==> config.mk <==
export PLATFORM = sky130hd
export DESIGN_NAME = dm_write_handler_flat
export DESIGN_NICKNAME = d
export VERILOG_FILES = /design/src/rtl/dm_write_handler_if.sv /design/src/rtl/dm_write_handler.sv /design/src/flat_wrapper.sv
export SDC_FILE = /design/constraint.sdc
export NUM_CORES = 1
export LEC_CHECK = 0
export ABC_AREA = 1
export BUFFER_PORTS_ARGS = -buffer_cell sky130_fd_sc_hd__clkbuf_2
export CAP_MARGIN = 10
export CORE_UTILIZATION = 42
export DETAILED_ROUTE_END_ITERATION = 10
export SLEW_MARGIN = 40
export SYNTH_ARGS = -nofsm -noshare
export SYNTH_HDL_FRONTEND = slang
export SYNTH_SLANG_ARGS = --single-unit
==> constraint.sdc <==
create_clock -name clk -period 5.34 [get_ports clk]
set_clock_uncertainty 0.2 [all_clocks]
set_input_delay 0 -clock clk [delete_from_list [all_inputs] [get_ports clk]]
set_output_delay 0 -clock clk [all_outputs]
set_load 0.02 [all_outputs]
==> src/rtl/dm_write_handler_if.sv <==
// Store-request bundle between the write arbiter and the data-memory write
// handler, plus the byte-wide RAM write port driven by the handler.
//
// Handshake: the requester holds wr_ins high with stable data/address/type.
// The handler accepts on a rising edge where it is idle (wr_idle=1).
// While busy (wr_idle=0), wr_ins is ignored and nothing is queued.
interface dm_write_handler_if #(
    parameter int DOUBLEWORD_WIDTH = 64,
    parameter int ADDR_WIDTH_DM    = 10,
    parameter int DATA_TYPE_WIDTH  = 2
);
    logic [DOUBLEWORD_WIDTH-1:0] data_bus_wr;
    logic [ADDR_WIDTH_DM-1:0]    addr_wr;
    logic [DATA_TYPE_WIDTH-1:0]  data_type_wr;
    logic                        wr_ins;
    logic                        wr_idle;
    logic                        mem_wr_en;
    logic [ADDR_WIDTH_DM-1:0]    mem_addr;
    logic [7:0]                  mem_wdata;
    logic                        wr_done;

    // Requester side (arbiter); also observes the RAM port.
    modport master (
        output data_bus_wr, addr_wr, data_type_wr, wr_ins,
        input  wr_idle, mem_wr_en, mem_addr, mem_wdata, wr_done
    );

    // Handler side.
    modport slave (
        input  data_bus_wr, addr_wr, data_type_wr, wr_ins,
        output wr_idle, mem_wr_en, mem_addr, mem_wdata, wr_done
    );
endinterface

==> src/rtl/dm_write_handler.sv <==
// Data-memory write handler: accepts one store (byte/half/word/doubleword)
// and serialises it little-endian onto a byte-wide RAM write port, one byte
// per cycle, wrapping at the top of memory.
// Optional macro DM_WR_ALIGN_CHECK_EN: rejects stores whose address is not a
// multiple of the access size and flags them on wr_misalign for one cycle.
module dm_write_handler #(
    parameter int DOUBLEWORD_WIDTH = 64,
    parameter int DATA_MEMORY_SIZE = 1024,
    parameter int ADDR_WIDTH_DM    = $clog2(DATA_MEMORY_SIZE),
    parameter int DATA_TYPE_WIDTH  = 2
) (
    input  logic               clk,
    input  logic               rst_n,
    dm_write_handler_if.slave  wr_if,
    output logic               dbg_state
`ifdef DM_WR_ALIGN_CHECK_EN
    ,
    output logic               wr_misalign
`endif
);

    typedef enum logic {
        IDLE  = 1'b0,
        WRITE = 1'b1
    } state_t;

    state_t                      state_q, state_d;
    logic [DOUBLEWORD_WIDTH-1:0] data_q, data_d;
    logic [ADDR_WIDTH_DM-1:0]    addr_q, addr_d;
    logic [2:0]                  last_idx_q, last_idx_d;
    logic [2:0]                  k_q, k_d;
    logic                        wr_idle_q, wr_idle_d;
    logic                        mem_wr_en_q, mem_wr_en_d;
    logic [ADDR_WIDTH_DM-1:0]    mem_addr_q, mem_addr_d;
    logic [7:0]                  mem_wdata_q, mem_wdata_d;
    logic                        last_wr_q, last_wr_d;
    logic                        wr_done_q, wr_done_d;
`ifdef DM_WR_ALIGN_CHECK_EN
    logic                        misalign_q, misalign_d;
`endif

    // Index of the last byte of the incoming request (N-1).
    logic [3:0] n_in;
    logic [2:0] last_idx_in;
    assign n_in        = 4'd1 << wr_if.data_type_wr;
    assign last_idx_in = 3'(n_in - 4'd1);

    // Next-state and registered-output logic.
    always_comb begin
        state_d     = state_q;
        data_d      = data_q;
        addr_d      = addr_q;
        last_idx_d  = last_idx_q;
        k_d         = k_q;
        mem_wr_en_d = 1'b0;
        mem_addr_d  = mem_addr_q;
        mem_wdata_d = mem_wdata_q;
        last_wr_d   = 1'b0;
        wr_done_d   = last_wr_q;  // pulse the cycle after the last byte write
`ifdef DM_WR_ALIGN_CHECK_EN
        misalign_d  = 1'b0;
`endif
        case (state_q)
            IDLE: begin
                if (wr_if.wr_ins) begin
`ifdef DM_WR_ALIGN_CHECK_EN
                    if (|(wr_if.addr_wr[2:0] & last_idx_in)) begin
                        misalign_d = 1'b1;  // rejected: stay idle, no write
                    end else
`endif
                    begin
                        data_d     = wr_if.data_bus_wr;
                        addr_d     = wr_if.addr_wr;
                        last_idx_d = last_idx_in;
                        k_d        = 3'd0;
                        state_d    = WRITE;
                    end
                end
            end
            WRITE: begin
                mem_wr_en_d = 1'b1;
                // Natural truncation gives the wrap at the top of memory.
                mem_addr_d  = addr_q + ADDR_WIDTH_DM'(k_q);
                mem_wdata_d = data_q[{k_q, 3'b000} +: 8];
                k_d         = k_q + 3'd1;
                if (k_q == last_idx_q) begin
                    state_d   = IDLE;
                    last_wr_d = 1'b1;
                end
            end
            default: state_d = IDLE;
        endcase
        wr_idle_d = (state_d == IDLE);
    end

    // State and output registers; reset abandons any store in progress.
    always_ff @(posedge clk or negedge rst_n) begin
        if (!rst_n) begin
            state_q     <= IDLE;
            data_q      <= '0;
            addr_q      <= '0;
            last_idx_q  <= '0;
            k_q         <= '0;
            wr_idle_q   <= 1'b1;
            mem_wr_en_q <= 1'b0;
            mem_addr_q  <= '0;
            mem_wdata_q <= '0;
            last_wr_q   <= 1'b0;
            wr_done_q   <= 1'b0;
`ifdef DM_WR_ALIGN_CHECK_EN
            misalign_q  <= 1'b0;
`endif
        end else begin
            state_q     <= state_d;
            data_q      <= data_d;
            addr_q      <= addr_d;
            last_idx_q  <= last_idx_d;
            k_q         <= k_d;
            wr_idle_q   <= wr_idle_d;
            mem_wr_en_q <= mem_wr_en_d;
            mem_addr_q  <= mem_addr_d;
            mem_wdata_q <= mem_wdata_d;
            last_wr_q   <= last_wr_d;
            wr_done_q   <= wr_done_d;
`ifdef DM_WR_ALIGN_CHECK_EN
            misalign_q  <= misalign_d;
`endif
        end
    end

    assign wr_if.wr_idle   = wr_idle_q;
    assign wr_if.mem_wr_en = mem_wr_en_q;
    assign wr_if.mem_addr  = mem_addr_q;
    assign wr_if.mem_wdata = mem_wdata_q;
    assign wr_if.wr_done   = wr_done_q;
    assign dbg_state       = state_q;
`ifdef DM_WR_ALIGN_CHECK_EN
    assign wr_misalign     = misalign_q;
`endif

endmodule

==> src/flat_wrapper.sv <==
// flat-port wrapper written by rule: the top's interface ports become plain ports
module dm_write_handler_flat 
#(
    parameter int DOUBLEWORD_WIDTH = 64,
    parameter int DATA_MEMORY_SIZE = 1024,
    parameter int ADDR_WIDTH_DM    = $clog2(DATA_MEMORY_SIZE),
    parameter int DATA_TYPE_WIDTH  = 2
)
  (clk, rst_n, dbg_state, wr_if_data_bus_wr, wr_if_addr_wr, wr_if_data_type_wr, wr_if_wr_ins, wr_if_wr_idle, wr_if_mem_wr_en, wr_if_mem_addr, wr_if_mem_wdata, wr_if_wr_done);
  dm_write_handler_if #(.DOUBLEWORD_WIDTH(DOUBLEWORD_WIDTH), .ADDR_WIDTH_DM(ADDR_WIDTH_DM), .DATA_TYPE_WIDTH(DATA_TYPE_WIDTH)) wr_if_i ();
  input  logic clk;
  input  logic rst_n;
  output logic dbg_state;
  input wire logic [$bits(wr_if_i.data_bus_wr)-1:0] wr_if_data_bus_wr;
  input wire logic [$bits(wr_if_i.addr_wr)-1:0] wr_if_addr_wr;
  input wire logic [$bits(wr_if_i.data_type_wr)-1:0] wr_if_data_type_wr;
  input wire logic [$bits(wr_if_i.wr_ins)-1:0] wr_if_wr_ins;
  output wire logic [$bits(wr_if_i.wr_idle)-1:0] wr_if_wr_idle;
  output wire logic [$bits(wr_if_i.mem_wr_en)-1:0] wr_if_mem_wr_en;
  output wire logic [$bits(wr_if_i.mem_addr)-1:0] wr_if_mem_addr;
  output wire logic [$bits(wr_if_i.mem_wdata)-1:0] wr_if_mem_wdata;
  output wire logic [$bits(wr_if_i.wr_done)-1:0] wr_if_wr_done;
  assign wr_if_i.data_bus_wr = wr_if_data_bus_wr;
  assign wr_if_i.addr_wr = wr_if_addr_wr;
  assign wr_if_i.data_type_wr = wr_if_data_type_wr;
  assign wr_if_i.wr_ins = wr_if_wr_ins;
  assign wr_if_wr_idle = wr_if_i.wr_idle;
  assign wr_if_mem_wr_en = wr_if_i.mem_wr_en;
  assign wr_if_mem_addr = wr_if_i.mem_addr;
  assign wr_if_mem_wdata = wr_if_i.mem_wdata;
  assign wr_if_wr_done = wr_if_i.wr_done;
  dm_write_handler #(.DOUBLEWORD_WIDTH(DOUBLEWORD_WIDTH), .DATA_MEMORY_SIZE(DATA_MEMORY_SIZE), .ADDR_WIDTH_DM(ADDR_WIDTH_DM), .DATA_TYPE_WIDTH(DATA_TYPE_WIDTH)) u_core (.clk(clk), .rst_n(rst_n), .wr_if(wr_if_i), .dbg_state(dbg_state));
endmodule
# Word level (Yosys, flattened, before mapping)
# Index checks and enable logic that the tools add are counted.
[word_totals]
word_cells = 29
out_inout_bits = 22
register_bits = 103
[classes]
n_shift = 2
n_mux = 8
eq_ne = 2
reduce_logical = 1
bitwise = 2
addsub = 3
[ops]
columns = ["operator", "count"]
rows = [
  ["64-bit by 7-bit indexed part select with 8-bit output", 1],
  ["10-bit by 3-bit adder with 10-bit output", 1],
  ["3-bit case mux with 2 select lines", 1],
  ["1-bit 2-to-1 mux", 5],
  ["3-bit by 1-bit adder with 3-bit output (second input constant)", 1],
  ["3-bit equality test", 1],
  ["3-bit 2-to-1 mux", 1],
  ["1-bit by 2-bit left shift with 3-bit output (first input constant)", 1],
  ["3-bit by 1-bit subtractor with 3-bit output (second input constant)", 1],
  ["2-bit inequality test (second input constant)", 1],
  ["1-bit NOT", 2],
  ["1-bit case mux with 2 select lines", 1],
  ["2-bit AND reduction", 1],
]

# Logic depth before layout (Yosys ltp)
[depth]
depth_word = 4
depth_mapped = 11

# Worst setup path after synthesis
# OpenSTA, ideal clock, no wires.
[synth_path]
path_type = "register to register"
from = "register u_core.k_q[1]"
to = "register u_core.mem_addr_q[8] (netlist: u_core.wr_if.mem_addr[8])"
synth_period_minus_slack_ns = 1.923
t_arrival_ns = 1.605
n_path_buf = 1
path_slack_ns = 3.417
setup_time_ns = 0.117
stages_incl_launch_ff = 12
required_time_ns = 5.023
cell_sequence = "dfrtp_1 -> inv_2 -> buf_2 -> fa_1 -> inv_1 -> nand2_1 -> nand2_1 -> nand2_2 -> nor2_1 -> nand2_1 -> nand3_1 -> nand2_1"
[synth_via]
elab_chain_cells = 1
[synth_rtl]
columns = ["item", "line", "source"]
rows = [
  ["from (decl)", "dm_write_handler.sv:31", "logic [2:0] k_q, k_d;"],
  ["from (signal assigned)", "dm_write_handler.sv:118", "k_q <= k_d;"],
  ["10-bit by 3-bit adder with 10-bit output", "dm_write_handler.sv:83", "mem_addr_d = addr_q + ADDR_WIDTH_DM'(k_q);"],
  ["to (signal assigned)", "dm_write_handler.sv:121", "mem_addr_q <= mem_addr_d;"],
  ["to (decl)", "dm_write_handler.sv:34", "logic [ADDR_WIDTH_DM-1:0] mem_addr_q, mem_addr_d;"],
]
# Every way passes these cells.
# A chain may end at the register's enable or synchronous reset.

# Final worst setup path
[layout_path]
from = "register u_core.state_q (netlist: u_core.dbg_state)"
to = "register u_core.data_q[41]"
[layout_via]
elab_chain_cells = 2
[layout_rtl]
columns = ["item", "line", "source"]
rows = [
  ["from (decl)", "dm_write_handler.sv:27", "state_t state_q, state_d;"],
  ["from (signal assigned)", "dm_write_handler.sv:114", "state_q <= state_d;"],
  ["1-bit NOT", "--", ""],
  ["2-bit AND reduction (no line)", "--", ""],
  ["to (signal assigned)", "dm_write_handler.sv:115", "data_q <= data_d;"],
  ["to (decl)", "dm_write_handler.sv:28", "logic [DOUBLEWORD_WIDTH-1:0] data_q, data_d;"],
]
# Every way passes these cells.

==> flow_summary.json <==
{
  "start_util_pct": 43.28,
  "end_kind": "flip-flop",
  "cts-root-buf": "clkbuf_8",
  "hp-start": "wr_if_data_bus_wr[61]",
  "powerDensity_nw_per_um2": 513.6,
  "grt_start_max_net_pins": 82,
  "grt_pass1_vias": 4201,
  "gp_congestion": 0.7884,
  "syn_area_per_cell_um2": 8.188,
  "worstRegToRegCells": 6,
  "dr.pass1.iters": 5,
  "synth_cell_types": 24,
  "max_stage_delay_ns": 0.66,
  "drc": 0,
  "crit_type": "flip-flop to flip-flop",
  "leakage_uw": 0.003164,
  "cts_tree": "built",
  "die_h_um": 107.7,
  "cp_num_cells": 6,
  "dp_hpwl_um": 7784,
  "arrival_ns": 3.65,
  "worstPathRequired_ns": 5.40,
  "max_freq_ghz": 0.2786,
  "ioPinCount": 101,
  "crit_fanout": 81,
  "min_period_ns": 3.590,
  "grtUsageTotal_pct": 22.19,
  "rsz0062_at_grt": "false",
  "chipWidth_um": 107.7,
  "syn_to_final_growth_pct": 32.03,
  "synth-seq-cells": 103,
  "drive_gt1_share_pct": 17.54,
  "clock_sinks": 103,
  "peakVddDrop_mv": 0.2259,
  "cts_inserted_buffers": 9,
  "cp_top_family": "buffers and inverters",
  "path_buf_inv": 3,
  "grt_first_pass_wirelength_um": 19620,
  "ant_nets": 0,
  "worstHoldPathCells": 4,
  "synth_edf_count": 0,
  "cp_slowest_cell": "dfrtp_1",
  "wl_um": 11800,
  "ys.flop_type": "dfrtp_1",
  "use_met1_pct": 30.75,
  "clk_pin_slew_ns": 0.09,
  "max_slew_margin_pct": 50.53,
  "diodes": 0,
  "final_hold_viol_count": 0,
  "top_usage_layer": "met2",
  "dr.first_iter.drc_count": 338,
  "wl_per_cell_um": 13.39,
  "seq_area_frac_synth_pct": 54.96,
  "grt_overflow": 0,
  "io_buffers": 100,
  "core-area_um2": 10840,
  "power_uw": 3182,
  "r2r-start": "u_core.dbg_state$_DFF_PN0_",
  "min_to": "u_core.data_q[61]$_DFFE_PN0P_",
  "path_common_cell": "inv_2",
  "die_area_um2": 11600,
  "grtUsageMet3_pct": 3.027,
  "num_vias": 4204,
  "outcome": "finished, final reports clean",
  "vias_per_cell": 4.772,
  "use_met2_pct": 35.71,
  "syn_area_um2": 4692,
  "nets": 820,
  "report.final.setup_viol": 0,
  "cp_cell_sequence": "inv_2 -> nand2_2 -> inv_2 -> buf_4 -> nand2_1 -> o21ai_0",
  "antenna_found_initial": 0,
  "slew_viol_final": 0,
  "rows": 38,
  "synth_warnings": 0,
  "critPathLaunchType": "flip-flop",
  "cts_htree_levels": 3,
  "syn_nets": 657,
  "clock_latency_ns": 0.36,
  "hp-class": "input port to flip-flop",
  "drv_cap": 0,
  "r2r-end": "u_core.data_q[41]$_DFFE_PN0P_",
  "tns_ns": 0,
  "cts_resized": 0,
  "timing.final.crit_share_pct": 67.22,
  "async_reset_ff_share_pct": 100.0,
  "r2r_setup_slack_ns": 1.75,
  "tightestPinTransition_ns": 0.7394,
  "cts_buffer_depth": 2,
  "synth_cells": 573
}
[state kept, by name, indices dropped and copies added, names as in the netlist, 3 cells and up]
name                    cells
u_core.addr_q              10
u_core.data_q              64
u_core.k_q                  3
u_core.last_idx_q           3
u_core.wr_if.mem_addr      10
u_core.wr_if.mem_wdata      8
[cells in the final DEF (no fill, tap or decap), types with 10 or more instances in the layout]
cell,n
nand3_1,42
dfrtp_1,101
o21ai_1,12
nand2_1,230
clkbuf_2,99
nor2_1,20
dlygate4sd3_1,79
inv_1,47
clkbuf_8,10
o211ai_1,15
o21ai_0,48
[what timing repair did]
item / 4_1_cts / 5_1_grt
endpoints found under the setup margin: 0 / 0
hold buffers: 80 / 0
endpoints found under the hold margin: 120 / 0
buffers inserted: 0 / 0
[metrics by stage]
step	std cells	hold slack, ns	worst slack, ns	util, %	instance area, um2
floorplan	573	-0.4956	3.417	-	4692
global placement	785	-0.1888	1.930	48.01	5205
detailed placement	785	-0.1867	1.809	48.01	5205
CTS	881	0.1476	1.786	57.11	6191
global route	881	0.1603	1.388	57.14	6195
finish	881	0.1574	1.750	57.14	6195
[worst reg2reg max path, stage by stage, from the launching register on]
cell	delay [ns]
dfrtp_1	0.66
inv_2	0.45
nand2_2	0.53
inv_2	0.64
buf_4	0.67
nand2_1	0.19
o21ai_0	0.16
[cell type report]
| class | count | area (um2) |
|---|---|---|
| clock buffers | 11 | 141.4 |
| clock inverters | 5 | 33.78 |
| fillers | 972 | 4646 |
| inverters | 51 | 191.4 |
| multi-input cells | 388 | 1733 |
| flip-flops and latches | 103 | 2580 |
| well taps | 140 | 175.2 |
| repair buffers | 183 | 1340 |
[synthesized netlist by cell type (3+ instances only)]
cell | number | area, um2
o211ai_1 | 15 | 112.6
o21ai_0 | 48 | 240.2
nor2_1 | 20 | 75.07
inv_2 | 4 | 15.01
clkbuf_1 | 7 | 26.28
ha_1 | 4 | 50.05
dfrtp_1 | 102 | 2552
nand4_1 | 3 | 18.77
buf_2 | 13 | 65.06
nand2_1 | 230 | 863.3
a21oi_1 | 4 | 20.02
nand3_1 | 42 | 210.2
o21ai_1 | 12 | 60.06
buf_4 | 5 | 37.54
inv_1 | 47 | 176.4
nand2_2 | 3 | 18.77
buf_6 | 5 | 56.30
[cells by family after synthesis]
| kind of cell | share of synthesized area [%] |
|---|---|
| xor gates and xnor gates | 0.3734 |
| buffers and inverters | 8.107 |
| and+or+nand+nor | 25.55 |
| AOI/OAI and AO/OA | 9.520 |
| adders and majority gates | 1.493 |
| DFF | 54.96 |
[worst max-delay path by stage]
stage / from / endpoint / slack, ns
2_1_floorplan: u_core.k_q[1]$_DFFE_PN0P_ / u_core.wr_if.mem_addr[8]$_DFFE_PN0P_ / 3.42
3_3_place_gp: u_core.dbg_state$_DFF_PN0_ / u_core.data_q[24]$_DFFE_PN0P_ / 1.93
3_5_place_dp: u_core.dbg_state$_DFF_PN0_ / u_core.data_q[8]$_DFFE_PN0P_ / 1.81
4_1_cts: u_core.dbg_state$_DFF_PN0_ / u_core.data_q[40]$_DFFE_PN0P_ / 1.79
5_1_grt: u_core.dbg_state$_DFF_PN0_ / u_core.data_q[41]$_DFFE_PN0P_ / 1.39
6_report: u_core.dbg_state$_DFF_PN0_ / u_core.data_q[41]$_DFFE_PN0P_ / 1.75
[layer usage]
layer  part of all wire (%)  wire (um)  vias to the layer above
li1                       -          -                     2128
met3                    5.7        678                        9
met1                     47       5525                     1949
met4                   0.88        104                        0
met2                     47       5491                      118
met5                      0          0                        -
[where the power goes]
group	internal (uW)	switching [uW]
Sequential	1150	240
Clock	182	260
Combinational	488	857
Total	1820	1360
Power figures use the tool's default switching activity.
